==> config.mk <==
export PLATFORM = sky130hd
export DESIGN_NAME = pipe_collision_scanner
export DESIGN_NICKNAME = d
export VERILOG_FILES = /design/src/rtl/pipe_collision_scanner.sv
export SDC_FILE = /design/constraint.sdc
export NUM_CORES = 1
export LEC_CHECK = 0
export BUFFER_PORTS_ARGS = -buffer_cell sky130_fd_sc_hd__buf_4
export CAP_MARGIN = 20
export CELL_PAD_IN_SITES_DETAIL_PLACEMENT = 0
export CELL_PAD_IN_SITES_GLOBAL_PLACEMENT = 1
export CORE_ASPECT_RATIO = 0.9
export CORE_MARGIN = 3
export CORE_UTILIZATION = 46
export DETAILED_ROUTE_END_ITERATION = 10
export HOLD_SLACK_MARGIN = 0.08
export PLACE_DENSITY = 0.91
export SLEW_MARGIN = 10
export SYNTH_ARGS = -nofsm -noshare
export SYNTH_HDL_FRONTEND = slang
export SYNTH_SLANG_ARGS = --single-unit
export TNS_END_PERCENT = 30
==> constraint.sdc <==
create_clock -name clk -period 6.6 [get_ports clk]
set_input_delay 1.32 -clock clk [delete_from_list [all_inputs] [get_ports clk]]
set_output_delay 1.32 -clock clk [all_outputs]
set_load 0.02 [all_outputs]
==> src/rtl/pipe_collision_scanner.sv <==
// Time-multiplexed bird/pipe collision scanner: floor/ceiling in one cycle, then one pipe per cycle.
// Also keeps per-pipe "passed" flags that drive a saturating score.
module pipe_collision_scanner #(
  parameter int NUM_PIPES   = 4,
  parameter int COORD_W     = 32,
  parameter int BIRD_SIZE_X = 34,
  parameter int BIRD_SIZE_Y = 24,
  parameter int PIPE_SIZE_X = 78,
  parameter int PIPE_GAP    = 60,
  parameter int PAD_X       = 6,
  parameter int PAD_Y       = 3,
  parameter int FLOOR_Y     = 418,
  parameter int SCREEN_H    = 480,
  parameter int CEIL_EN     = 1,
  parameter int SCORE_W     = 8,
  localparam int IW = (NUM_PIPES > 1) ? $clog2(NUM_PIPES) : 1
) (
  input  logic                           clk,
  input  logic                           reset_n,
  input  logic                           start,
  input  logic                           clear,
  input  logic signed [COORD_W-1:0]      birdX,
  input  logic signed [COORD_W-1:0]      birdY,
  input  logic [COORD_W*NUM_PIPES-1:0]   pipeX_flat,
  input  logic [COORD_W*NUM_PIPES-1:0]   pipeY_flat,
  output logic                           busy,
  output logic                           done,
  output logic                           collision,
  output logic                           frame_hit,
  output logic [1:0]                     hit_type,
  output logic [IW-1:0]                  hit_index,
  output logic [SCORE_W-1:0]             score,
  output logic [1:0]                     dbg_state
);
  // Handshake: start is a level sampled only in IDLE (never queued); done is a one-cycle
  // pulse in the cycle the new results first appear; clear overrides start in the same cycle.

  localparam int EW = COORD_W + 2;
  localparam logic signed [EW-1:0] K_BSX   = EW'(BIRD_SIZE_X);
  localparam logic signed [EW-1:0] K_BSY   = EW'(BIRD_SIZE_Y);
  localparam logic signed [EW-1:0] K_PSX   = EW'(PIPE_SIZE_X);
  localparam logic signed [EW-1:0] K_GAP   = EW'(PIPE_GAP);
  localparam logic signed [EW-1:0] K_PADX  = EW'(PAD_X);
  localparam logic signed [EW-1:0] K_PADY  = EW'(PAD_Y);
  localparam logic signed [EW-1:0] K_FLOOR = EW'(FLOOR_Y);
  localparam logic signed [EW-1:0] K_SCRH  = EW'(SCREEN_H);

  typedef enum logic [1:0] {S_IDLE, S_BOUND, S_SCAN, S_DONE} state_t;
  state_t r_state, w_next;

  logic signed [COORD_W-1:0] r_bx, r_by;
  logic signed [COORD_W-1:0] r_px [NUM_PIPES];
  logic signed [COORD_W-1:0] r_py [NUM_PIPES];
  logic [IW-1:0]             r_idx;
  logic [1:0]                r_ht;
  logic [IW-1:0]             r_hi;
  logic [NUM_PIPES-1:0]      r_passed;
  logic                      r_collision, r_frame_hit;
  logic [1:0]                r_hit_type;
  logic [IW-1:0]             r_hit_index;
  logic [SCORE_W-1:0]        r_score;

  logic signed [EW-1:0] w_bx, w_by, w_px, w_py;
  logic w_floor, w_ceil, w_xov, w_yhit, w_phit, w_pass, w_rearm, w_last;
  logic [1:0]    w_ht_next;
  logic [IW-1:0] w_hi_next;

  assign w_bx = EW'(r_bx);
  assign w_by = EW'(r_by);
  assign w_px = EW'(r_px[r_idx]);
  assign w_py = EW'(r_py[r_idx]);

  assign w_floor = (w_by + K_BSY >= K_FLOOR) && (w_by + K_BSY <= K_SCRH);
  assign w_ceil  = (CEIL_EN != 0) && w_by[EW-1];
  assign w_xov   = (w_bx + K_BSX - K_PADX >= w_px) && (w_bx + K_PADX <= w_px + K_PSX);
  assign w_yhit  = (w_by + K_BSY - K_PADY >= w_py + K_GAP) || (w_by + K_PADY <= w_py - K_GAP);
  assign w_phit  = w_xov && w_yhit;
  assign w_pass  = (w_bx + K_PADX > w_px + K_PSX);
  assign w_rearm = (w_px > w_bx + K_BSX);
  assign w_last  = (r_idx == IW'(NUM_PIPES - 1));

  // Any earlier hit (floor, ceiling or a lower-index pipe) blocks recording this pipe.
  assign w_ht_next = (r_ht == 2'd0 && w_phit) ? 2'd3 : r_ht;
  assign w_hi_next = (r_ht == 2'd0 && w_phit) ? r_idx : r_hi;

  always_comb begin
    w_next = r_state;
    case (r_state)
      S_IDLE:  if (start) w_next = S_BOUND;
      S_BOUND: w_next = S_SCAN;
      S_SCAN:  if (w_last) w_next = S_DONE;
      S_DONE:  w_next = S_IDLE;
      default: w_next = S_IDLE;
    endcase
    if (clear) w_next = S_IDLE;
  end

  always_ff @(posedge clk or negedge reset_n) begin
    if (!reset_n) r_state <= S_IDLE;
    else          r_state <= w_next;
  end

  always_ff @(posedge clk or negedge reset_n) begin
    if (!reset_n) begin
      r_bx <= '0; r_by <= '0;
      for (int i = 0; i < NUM_PIPES; i++) begin
        r_px[i] <= '0;
        r_py[i] <= '0;
      end
      r_idx <= '0; r_ht <= '0; r_hi <= '0; r_passed <= '0;
      r_collision <= 1'b0; r_frame_hit <= 1'b0;
      r_hit_type <= '0; r_hit_index <= '0; r_score <= '0;
    end else if (clear) begin
      r_idx <= '0; r_ht <= '0; r_hi <= '0; r_passed <= '0;
      r_collision <= 1'b0; r_frame_hit <= 1'b0;
      r_hit_type <= '0; r_hit_index <= '0; r_score <= '0;
    end else begin
      case (r_state)
        S_IDLE: if (start) begin
          r_bx <= birdX;
          r_by <= birdY;
          for (int i = 0; i < NUM_PIPES; i++) begin
            r_px[i] <= pipeX_flat[COORD_W*i +: COORD_W];
            r_py[i] <= pipeY_flat[COORD_W*i +: COORD_W];
          end
        end
        S_BOUND: begin
          r_idx <= '0;
          r_hi  <= '0;
          r_ht  <= w_floor ? 2'd1 : (w_ceil ? 2'd2 : 2'd0);
        end
        S_SCAN: begin
          r_ht  <= w_ht_next;
          r_hi  <= w_hi_next;
          r_idx <= r_idx + IW'(1);
          if (w_pass && !r_passed[r_idx]) begin
            r_passed[r_idx] <= 1'b1;
            if (r_score != '1) r_score <= r_score + SCORE_W'(1);
          end else if (w_rearm) begin
            r_passed[r_idx] <= 1'b0;
          end
          // Results land on the edge into DONE so they are visible with the done pulse.
          if (w_last) begin
            r_frame_hit <= (w_ht_next != 2'd0);
            r_hit_type  <= w_ht_next;
            r_hit_index <= w_hi_next;
            r_collision <= r_collision | (w_ht_next != 2'd0);
          end
        end
        default: ;
      endcase
    end
  end

  assign busy      = (r_state == S_BOUND) || (r_state == S_SCAN);
  assign done      = (r_state == S_DONE);
  assign collision = r_collision;
  assign frame_hit = r_frame_hit;
  assign hit_type  = r_hit_type;
  assign hit_index = r_hit_index;
  assign score     = r_score;
  assign dbg_state = r_state;
endmodule

Word-level counts from Yosys, hierarchy flattened
Cells that the tools add are included.
{ "word_totals": {"mem_count": 0, "reg_bits": 346, "elab_cells": 122, "mem_bits_rw": 0, "latchBits": 0, "rom_bits": 0, "input_bits": 324} }
{ "classes": {"n_eq_ne": 7, "muxes": 44, "addsub": 11, "magnitude_cmp": 11, "shifts": 0, "div_mod_pow": 0, "bitwise": 6, "mul": 0, "reduce_logical": 23} }
{ "op_table": {"columns": ["cell", "n"], "rows": [
  ["32-bit binary-select mux with 2-bit select", 2],
  ["32-bit 2-to-1 mux", 4],
  ["32-bit by 7-bit adder with 33-bit output, second input constant", 2],
  ["33-bit <= comparator", 2],
  ["34-bit by 32-bit >= comparator with 1-bit output", 1],
  ["34-bit by 33-bit >= comparator with 1-bit output", 1],
  ["33-bit by 3-bit subtractor with 34-bit output, second input constant", 1],
  ["33-bit by 4-bit subtractor with 34-bit output, second input constant", 1],
  ["32-bit by 3-bit adder with 33-bit output, second input constant", 1],
  ["32-bit by 4-bit adder with 33-bit output, second input constant", 1],
  ["32-bit by 6-bit adder with 33-bit output, second input constant", 1],
  ["32-bit by 8-bit adder with 33-bit output, second input constant", 1],
  ["33-bit by 10-bit >= comparator with 1-bit output, second input constant", 1],
  ["32-bit by 33-bit > comparator with 1-bit output", 1],
  ["33-bit > comparator", 1],
  ["33-bit by 10-bit <= comparator with 1-bit output, second input constant", 1],
  ["32-bit by 7-bit subtractor with 33-bit output, second input constant", 1],
  ["2-bit 2-to-1 mux", 16],
  ["8-bit 2-to-1 mux", 4],
  ["4-bit 2-to-1 mux", 4],
  ["2-bit case mux with 2 select lines", 3],
  ["2-bit nonzero test", 5],
  ["8-bit by 1-bit adder with 8-bit output, second input constant", 1],
  ["1-bit 2-to-1 mux", 8],
  ["24 further kinds", 38]
]} }

Longest topological paths before layout
Gate-level depths: netlist (run 1).
{ "depth": {"depth_word": 15, "ltp_mapped": 24, "mapped_depth_nobuf": 19} }

Worst setup path before layout (run 1)
OpenSTA, ideal clock, no wires.
{ "synth_timing": {"path_kind": "reg-to-reg", "from": "reg r_idx[0]", "to": "reg r_ht[0]", "t_arrival_ps": 4725, "stages_incl_launch_ff": 23, "slack_ps": 1789, "period_less_slack_ps": 4811, "path_buffers": 5, "setup_time_ps": 86, "cell_sequence": "dfrtp_1 > buf_6 > buf_12 > buf_12 > buf_12 > mux4_1 > inv_1 > ha_1 > nand2_1 > a31oi_1 > or2_2 > clkbuf_1 > nor3_1 > nand4_1 > xnor2_1 > ha_1 > or3b_2 > a211oi_1 > o21a_1 > a21oi_1 > a211oi_1 > nand2_1 > a32oi_1"} }
{ "synth_via": {"elab_chain_len": 12, "word_cells_on_any_way": 21, "classes_between": "add/sub (3); order compare (4); mux (9); bitwise (1); reduce/logical (4)"} }
{ "synth_rtl": {"columns": ["element", "line", "source"], "rows": [
  ["start, declared", "54", "logic [IW-1:0] r_idx;"],
  ["start signal, assigned", "135", "r_idx <= r_idx + IW'(1);"],
  ["2-bit inverter with 3-bit output (implied by the code) (*)", "70, 71", null],
  ["32-bit binary-select mux with 2-bit select (on tied branches)", "71, 70", null],
  ["32-bit 2-to-1 mux (on tied branches) (2 in a row)", "71, 70", null],
  ["32-bit by 7-bit adder with 33-bit output, or another cell as far along", "76", "assign w_yhit = (w_by + K_BSY - K_PADY >= w_py + K_GAP) || (w_by + K_PADY <= w_py - K_GAP);"],
  ["34-bit by 33-bit >= comparator with 1-bit output, or another cell as far along", "76", null],
  ["1-bit logical OR / 1-bit logical AND (equally long branches)", "76, 75", null],
  ["1-bit logical AND (*)", "77", "assign w_phit = w_xov && w_yhit;"],
  ["1-bit logical AND (*)", "83", "assign w_ht_next = (r_ht == 2'd0 && w_phit) ? 2'd3 : r_ht;"],
  ["2-bit 2-to-1 mux (*)", "83", null],
  ["2-bit case mux with 2 select lines (*)", "118", "case (r_state)"],
  ["2-bit 2-to-1 mux (*)", "113", "end else if (clear) begin"],
  ["end signal, assigned", "130", "r_ht <= w_floor ? 2'd1 : (w_ceil ? 2'd2 : 2'd0);"],
  ["end signal, assigned", "133", "r_ht <= w_ht_next;"],
  ["end, declared", "55", "logic [1:0] r_ht;"]
]} }
Mark *: on every way between the ends. The rest lies on a longest branch, timed or not. The select of a mux whose other input is x is not followed.
A chain may end at the register's enable or synchronous reset.

Worst setup path after layout (run 1)
{ "layout_timing": {"from": "reg r_bx[1]", "to": "reg r_frame_hit, in the netlist frame_hit"} }
{ "layout_via": {"elab_chain_len": 11, "word_cells_on_any_way": 13, "classes_between": "add/sub (3); order compare (2); mux (4); reduce/logical (4)"} }
{ "layout_rtl": {"columns": ["element", "line", "source"], "rows": [
  ["start, declared", "51", "logic signed [COORD_W-1:0] r_bx, r_by;"],
  ["start signal, assigned", "120", "r_bx <= birdX;"],
  ["32-bit by 7-bit adder with 33-bit output", "75", "assign w_xov = (w_bx + K_BSX - K_PADX >= w_px) && (w_bx + K_PADX <= w_px + K_PSX);"],
  ["33-bit by 4-bit subtractor with 34-bit output", "75", null],
  ["34-bit by 32-bit >= comparator with 1-bit output", "75", null],
  ["1-bit logical AND (*)", "75", null],
  ["1-bit logical AND (*)", "77", null],
  ["1-bit logical AND (*)", "83", null],
  ["2-bit 2-to-1 mux (*)", "83", null],
  ["2-bit nonzero test (*)", "144", "r_frame_hit <= (w_ht_next != 2'd0);"],
  ["1-bit 2-to-1 mux (*)", "143", "if (w_last) begin"],
  ["1-bit 2-to-1 mux (*)", "118", null],
  ["1-bit 2-to-1 mux (*)", "113", null],
  ["end signal, assigned", "144", null],
  ["end, declared", "58", "logic r_collision, r_frame_hit;"]
]} }
Marks and branches as above.

==> impl_metrics.toml, run 1 <==
[timing]
skew_ns = 0.0356
setup_tns_ns = 0
setup_slack_ns = 0.589
drv_slew = 0
period_share_pct = 91.1
hold_slack_ns = 0.502
hold_viol_final = 0
max_freq_ghz = 0.166
fin_crit_ns = 6.01
finalSetupViolCount = 0
grt_setup_unrepaired = "no"
maxSlewHeadroom_pct = 25.3
tightest_slew_ns = 1.12

[synth]
synth_mux_area_share_pct = 21.2
synth_area_mm2 = 0.0245
yosysWarnings = 0
synthAdderAreaFrac_pct = 9.07
synth_top_area_share_pct = 35.3
yosys-top-cells-area = "dfrtp_1 (35%), mux2_2 (15%), ha_1 (9.0%)"
synthFlopType = "dfrtp_1"
async_reset_ff_share_pct = 100
synthCells = 2252
synth-compound-area-share_pct = 7.32
synth-xor-area-share_pct = 9.77
synth_common_cells = "dfrtp_1 (346), mux2_2 (323), ha_1 (176)"
synth_area_leader_cell = "dfrtp_1"
synth-simple-area-share_pct = 13.9
synth_edf_count = 0
ys_seq_area_share_pct = 35.3
synth_nets = 2752
syn_area_per_cell_um2 = 10.9
synth_top_family_by_area = "multiplexers"
ys_seq_elements = 346
synth.distinct_cells = 97
synthMostInstantiatedCell = "dfrtp_1"

[setup_path]
cpPeakStageDelay_ns = 0.66
reg2reg_depth = 18
critPathRequiredTime_ns = 7.07
startpoint = "r_bx[1]"
cp.arrival_ns = 6.48
r2r_start = "r_bx[1]"
cp-start-kind = "flip-flop"
cpMaxStageDelayCell = "a211oi_1"
path_max_fanout = 12
path_cells = "ha_1 -> a31oi_4 -> nor3_1 -> xnor2_1 -> nand4_2 -> nor4_4 -> nand4_2 -> nor2_1 -> xnor2_1 -> ha_1 -> nand4_1 -> nor3_1 -> a31oi_1 -> nor2b_1 -> a41oi_1 -> a211oi_1 -> nand2_1 -> a31oi_1"
path_class = "flip-flop to flip-flop"
critPathCaptureType = "flip-flop"

[clock_tree]
insertion_delay_ns = 0.59
clk_pin_slew_ns = 0.06
clock_path_buffers = 3
cts_buffers = 38
cts_sinks = 346
ctsResizeCount = 0
cts_hold_buf = 0
post_cts_buffers = 0
root_buffer = "clkbuf_16"
cts_tree = "done"
h-tree-depth = 2

[floorplan]
die_area_mm2 = 0.0561
die-height_um = 225
core_mm2 = 0.0522
pin_count = 342
start_util_pct = 47.0
dieWidth_um = 249
rows = 79

[route]
drt_iter0_drc = 1424
routedWlPerCell_um = 21.6
drtAntennaViolNets = 0
drt_pre_antenna_iters = 5
drc = 0
routed_via_density = 5.78
routed_wl_mm = 70.2
vias = 18800

[global_routing]
track_usage_pct = 24.8
first_global_vias = 19300
grt-ovfl-total = 0
grt_pass1_wl_mm = 110
grt_max_degree = 155
antenna_found_initial = 2

[placement]
pre_cts_ws_ns = 0.673
hpwlAfterDp_mm = 55.3
place_inst = 3190
io_buffers = 341
placed_area_mm2 = 0.0276
place.gp.congestion = 0.923

[finish]
finalNonFillerCells = 3258
fillers = 4383
nets = 3042
fin_util_pct = 55.3
syn2layout_area_growth_pct = 17.8
fin_area_mm2 = 0.0289
drive_above_1_share_pct = 32.6

[outcome]
status = "finished clean"

[hold_path]
hp-class = "flip-flop to flip-flop"
holdPathStages = 1
hold_start = "r_py[84]"

[power]
power.total_mw = 14.4
p_per_area_mw_per_mm2 = 500
leakagePower_nw = 12.3
peakVddDrop_v = 0.000258

[flow_run]
drv_cap = 0
[cell usage in the layout (no fill, tap or decap), drive strengths merged, types with 16 or more instances in the layout]
master and n:
a211oi 17, a21o 45, a21oi 52, and2 20, and3 29, and4 16
buf 357, clkbuf 50, dfrtp 346, ha 176, inv 77, mux2 323
mux4 64, nand2 134, nand3 80, nand4 72, nor2 124, nor3 53
nor4 23, o21ai 50, xnor2 171, xor2 92
[power breakdown]
part / internal (mW) / leakage (nW) / switching [mW]
logic: 3.80 / 7.58 / 4.29
registers: 3.14 / 4.13 / 1.03
clock network: 1.25 / 0.634 / 0.926
[worst max-delay path, delay by kind of cell, from the launching register on]
| family | cells | cell delay [ns] |
|---|---|---|
| fa+ha+maj | 2 | 0.71 |
| xor+xnor | 2 | 0.48 |
| simple gates | 9 | 2.80 |
| flops | 1 | 0.61 |
| compound gates | 5 | 1.32 |
[cell type report]
class | count | area [µm²] | share of cell area, %
Multi-Input combinational cell | 1723 | 15000 | 52.1
Inverter | 76 | 287 | 0.993
Clock buffer | 50 | 1090 | 3.76
Antenna cell | 1 | 2.50 | 0.00867
Sequential cell | 346 | 8670 | 30.0
Clock inverter | 17 | 185 | 0.642
Tap cell | 688 | 861 | 2.98
Timing Repair Buffer | 357 | 2750 | 9.53
[layer usage]
metal  global-route usage [%]  share of wire [%]  vias up
met4                     7.24                2.6        4
met5                        0              0.038        -
met1                     36.2                 46     9250
met2                     37.2                 43      656
li1                         -                  -     8817
met3                     5.40                7.9      109
[state kept, by name, indices dropped and copies added (netlist names)]
signal     cells
r_by          32
collision      1
hit_index      2
frame_hit      1
r_py         128
dbg_state      2
r_ht           2
r_hi           2
r_idx          2
hit_type       2
score          8
r_px         128
r_bx          32
r_passed       4
[cells by family (layout without fill, tap and decap cells)]
group	after synthesis	after routing
AND/OR/NAND/NOR	629	629
adder cells (fa/ha/maj)	178	178
AO/OA/AOI/OAI	257	257
XOR/XNOR	267	267
flip-flops	346	346
buffers and inverters	183	500
other	0	1
multiplexers	392	392
[final timing paths]
path                              to  slack, ns
max                        frame_hit       0.59
min in group asynchronous   r_by[22]       0.81
max reg2reg                frame_hit       0.59
min                         r_py[84]       0.50
min reg2reg                 r_py[84]       0.50
max in group asynchronous   r_px[10]       4.52
Note: power is estimated with default switching activity, not from simulation.
==> run 2: changes to the inputs <==
- ABC_AREA: default -> 1
- CORE_UTILIZATION: 46 -> 45
- PLACE_DENSITY: 0.91 -> 0.93
==> impl_metrics.toml, run 2 <==
[outcome]
status = "finished clean"

[timing]
finalSetupViolCount = 0
tightest_slew_ns = 1.10
hold_viol_final = 0
fin_crit_ns = 5.49
drv_slew = 0
period_share_pct = 83.2
grt_setup_unrepaired = "no"
setup_tns_ns = 0
maxSlewHeadroom_pct = 26.5
max_freq_ghz = 0.182
skew_ns = 0.0169

[route]
drt_iter0_drc = 2032
met3_length_mm = 6.21
routed_via_density = 5.36
routed_wl_mm = 79.7
drt_pre_antenna_iters = 8
vias = 22400
dr.max_layer_used = "met5"
met2_length_mm = 34.2
drtAntennaViolNets = 0
met1_length_mm = 37.2
routedWlPerCell_um = 19.1
drc = 0

[clock_tree]
ctsResizeCount = 0
cts_buffers = 39
cts_tree = "done"
post_cts_buffers = 0
cts_hold_buf = 0
clk_pin_slew_ns = 0.06
cts_sinks = 346
clock_path_buffers = 3
insertion_delay_ns = 0.56
root_buffer = "clkbuf_16"
h-tree-depth = 2

[synth]
synth_area_mm2 = 0.0257
yosysWarnings = 0
synth_top_family_by_area = "simple AND/OR/NAND/NOR gates"
synth.distinct_cells = 61
synth-simple-area-share_pct = 22.7
synth_common_cells = "nand2_1 (615), dfrtp_1 (346), nor2_1 (298)"
synth-compound-area-share_pct = 9.11
synth-xor-area-share_pct = 7.65
ys_seq_elements = 346
synth_nets = 3590
async_reset_ff_share_pct = 100
synthAdderAreaFrac_pct = 8.56
syn_area_per_cell_um2 = 8.32
synthCells = 3090
synth_top_area_share_pct = 33.7
synthMostInstantiatedCell = "nand2_1"
synth_area_leader_cell = "dfrtp_1"
synthFlopType = "dfrtp_1"
ys_seq_area_share_pct = 33.7
synth_mux_area_share_pct = 11.3
yosys-top-cells-area = "dfrtp_1 (34%), mux2_2 (11%), nand2_1 (9.0%)"
synth_edf_count = 0

[finish]
reg_top3 = "r_px x128, r_py x128"
n_antenna_cell = 0
drive_above_1_share_pct = 24.5
final_cell_mix = "nand2_1 (615), dfrtp_1 (344), buf_4 (343)"
final_common_cell = "nand2_1"
nets = 3889
fin_area_mm2 = 0.0301
finalNonFillerCells = 4173
fin_util_pct = 53.7
syn2layout_area_growth_pct = 17.2

[hold_path]
hp-class = "flip-flop to flip-flop"

[global_routing]
grt-ovfl-total = 0
grt_pass1_wl_mm = 123
grt_max_degree = 157
antenna_found_initial = 4
first_global_vias = 21600
track_usage_pct = 26.2

[setup_path]
critPathCaptureType = "flip-flop"
critPathRequiredTime_ns = 7.08
cp.arrival_ns = 5.97
cp-start-kind = "flip-flop"
path_max_fanout = 65
path_class = "flip-flop to flip-flop"

[placement]
place_inst = 4104
hpwlAfterDp_mm = 62.9
place.gp.congestion = 0.941
io_buffers = 341
placed_area_mm2 = 0.0289

[floorplan]
core_mm2 = 0.0561
start_util_pct = 45.8
die-height_um = 233
die_area_mm2 = 0.0600
pin_count = 342
dieWidth_um = 258
rows = 82

[power]
p_per_area_mw_per_mm2 = 534
leakagePower_nw = 14.4
power.total_mw = 16.1
peakVddDrop_v = 0.000266

[flow_run]
drv_cap = 0
## run 2: cell count changes after synthesis, moves of 45 or more
cell     previous run  this run
inv_1              75       292
nor2_1            124       298
a21oi_1            51       195
nand2_1           133       615
xor2_1             92       195
mux2_2            323       258
mux4_2             49         0
a21o_1             45         0
nand3_1            79       131
xnor2_1           171        26
## run 2: worst max-delay path, stage by stage, from the launching register on
cell and delay [ns]:
dfrtp_4 0.53, inv_6 0.39, buf_12 0.34, nand2_1 0.08, a32oi_1 0.53, inv_1 0.22
nor2_1 0.14, inv_1 0.09, nor3_1 0.24, nand4_1 0.18, nor3_1 0.26, xor2_1 0.21
ha_1 0.26, a21oi_1 0.14, o21ai_0 0.09, nand2_1 0.07, o211ai_1 0.08, nor2_1 0.18
nand3_1 0.10, nand2_1 0.07, nand2_1 0.06, nor2_1 0.07, o21ai_0 0.23, nand2_1 0.19
nand2_1 0.14, inv_1 0.25, nand2_1 0.09, a21oi_1 0.15
## run 2: routing by layer
metal  GRT usage (%)  up-vias
met1            37.9    10600
met4            7.22        4
met5               0        -
met2            39.9      750
met3            5.02      106
li1                -    10900
## run 2: cell type report
class                   count  area (µm²)
clock buffers              52        1080
repair buffers            351        2730
flip-flops and latches    346        8660
multi-input cells        2317       15300
clock inverters            17         194
fillers                  5308       26000
well taps                 756         946
inverters                 334        1260
## run 2: final timing paths
path / from / to / slack [ns] / depth (start not counted)
worst min register to register: r_passed[3] / r_passed[3] / 0.48 / 2
worst max register to register: r_idx[0] / score[2] / 1.11 / 27
worst min-delay path: r_passed[3] / r_passed[3] / 0.48 / 2
max in group asynchronous: reset_n / r_py[83] / 4.59 / 2
min in group asynchronous: reset_n / r_py[34] / 0.78 / 1
worst max-delay path: r_idx[0] / score[2] / 1.11 / 27
## run 2: stage by stage
step	setup slack, ns	hold slack, ns
after detailed placement	1.19	0.470
final	1.11	0.482
after floorplan	2.32	0.442
after global placement	1.28	0.458
after CTS	1.14	0.486
after global routing	0.368	0.508
## run 2: power breakdown
part	switching [mW]	total, mW	internal (mW)
clock network	0.923	2.20	1.27
registers	0.814	3.96	3.15
logic	6.25	9.93	3.68
total	7.99	16.1	8.10
## run 2: logic make-up after synthesis
logic type                 count (synthesis)
adders and majority gates                176
buffers and inverters                    427
and+or+nand+nor                         1284
muxes                                    258
xor gates and xnor gates                 223
DFF                                      346
AOI/OAI and AO/OA                        376
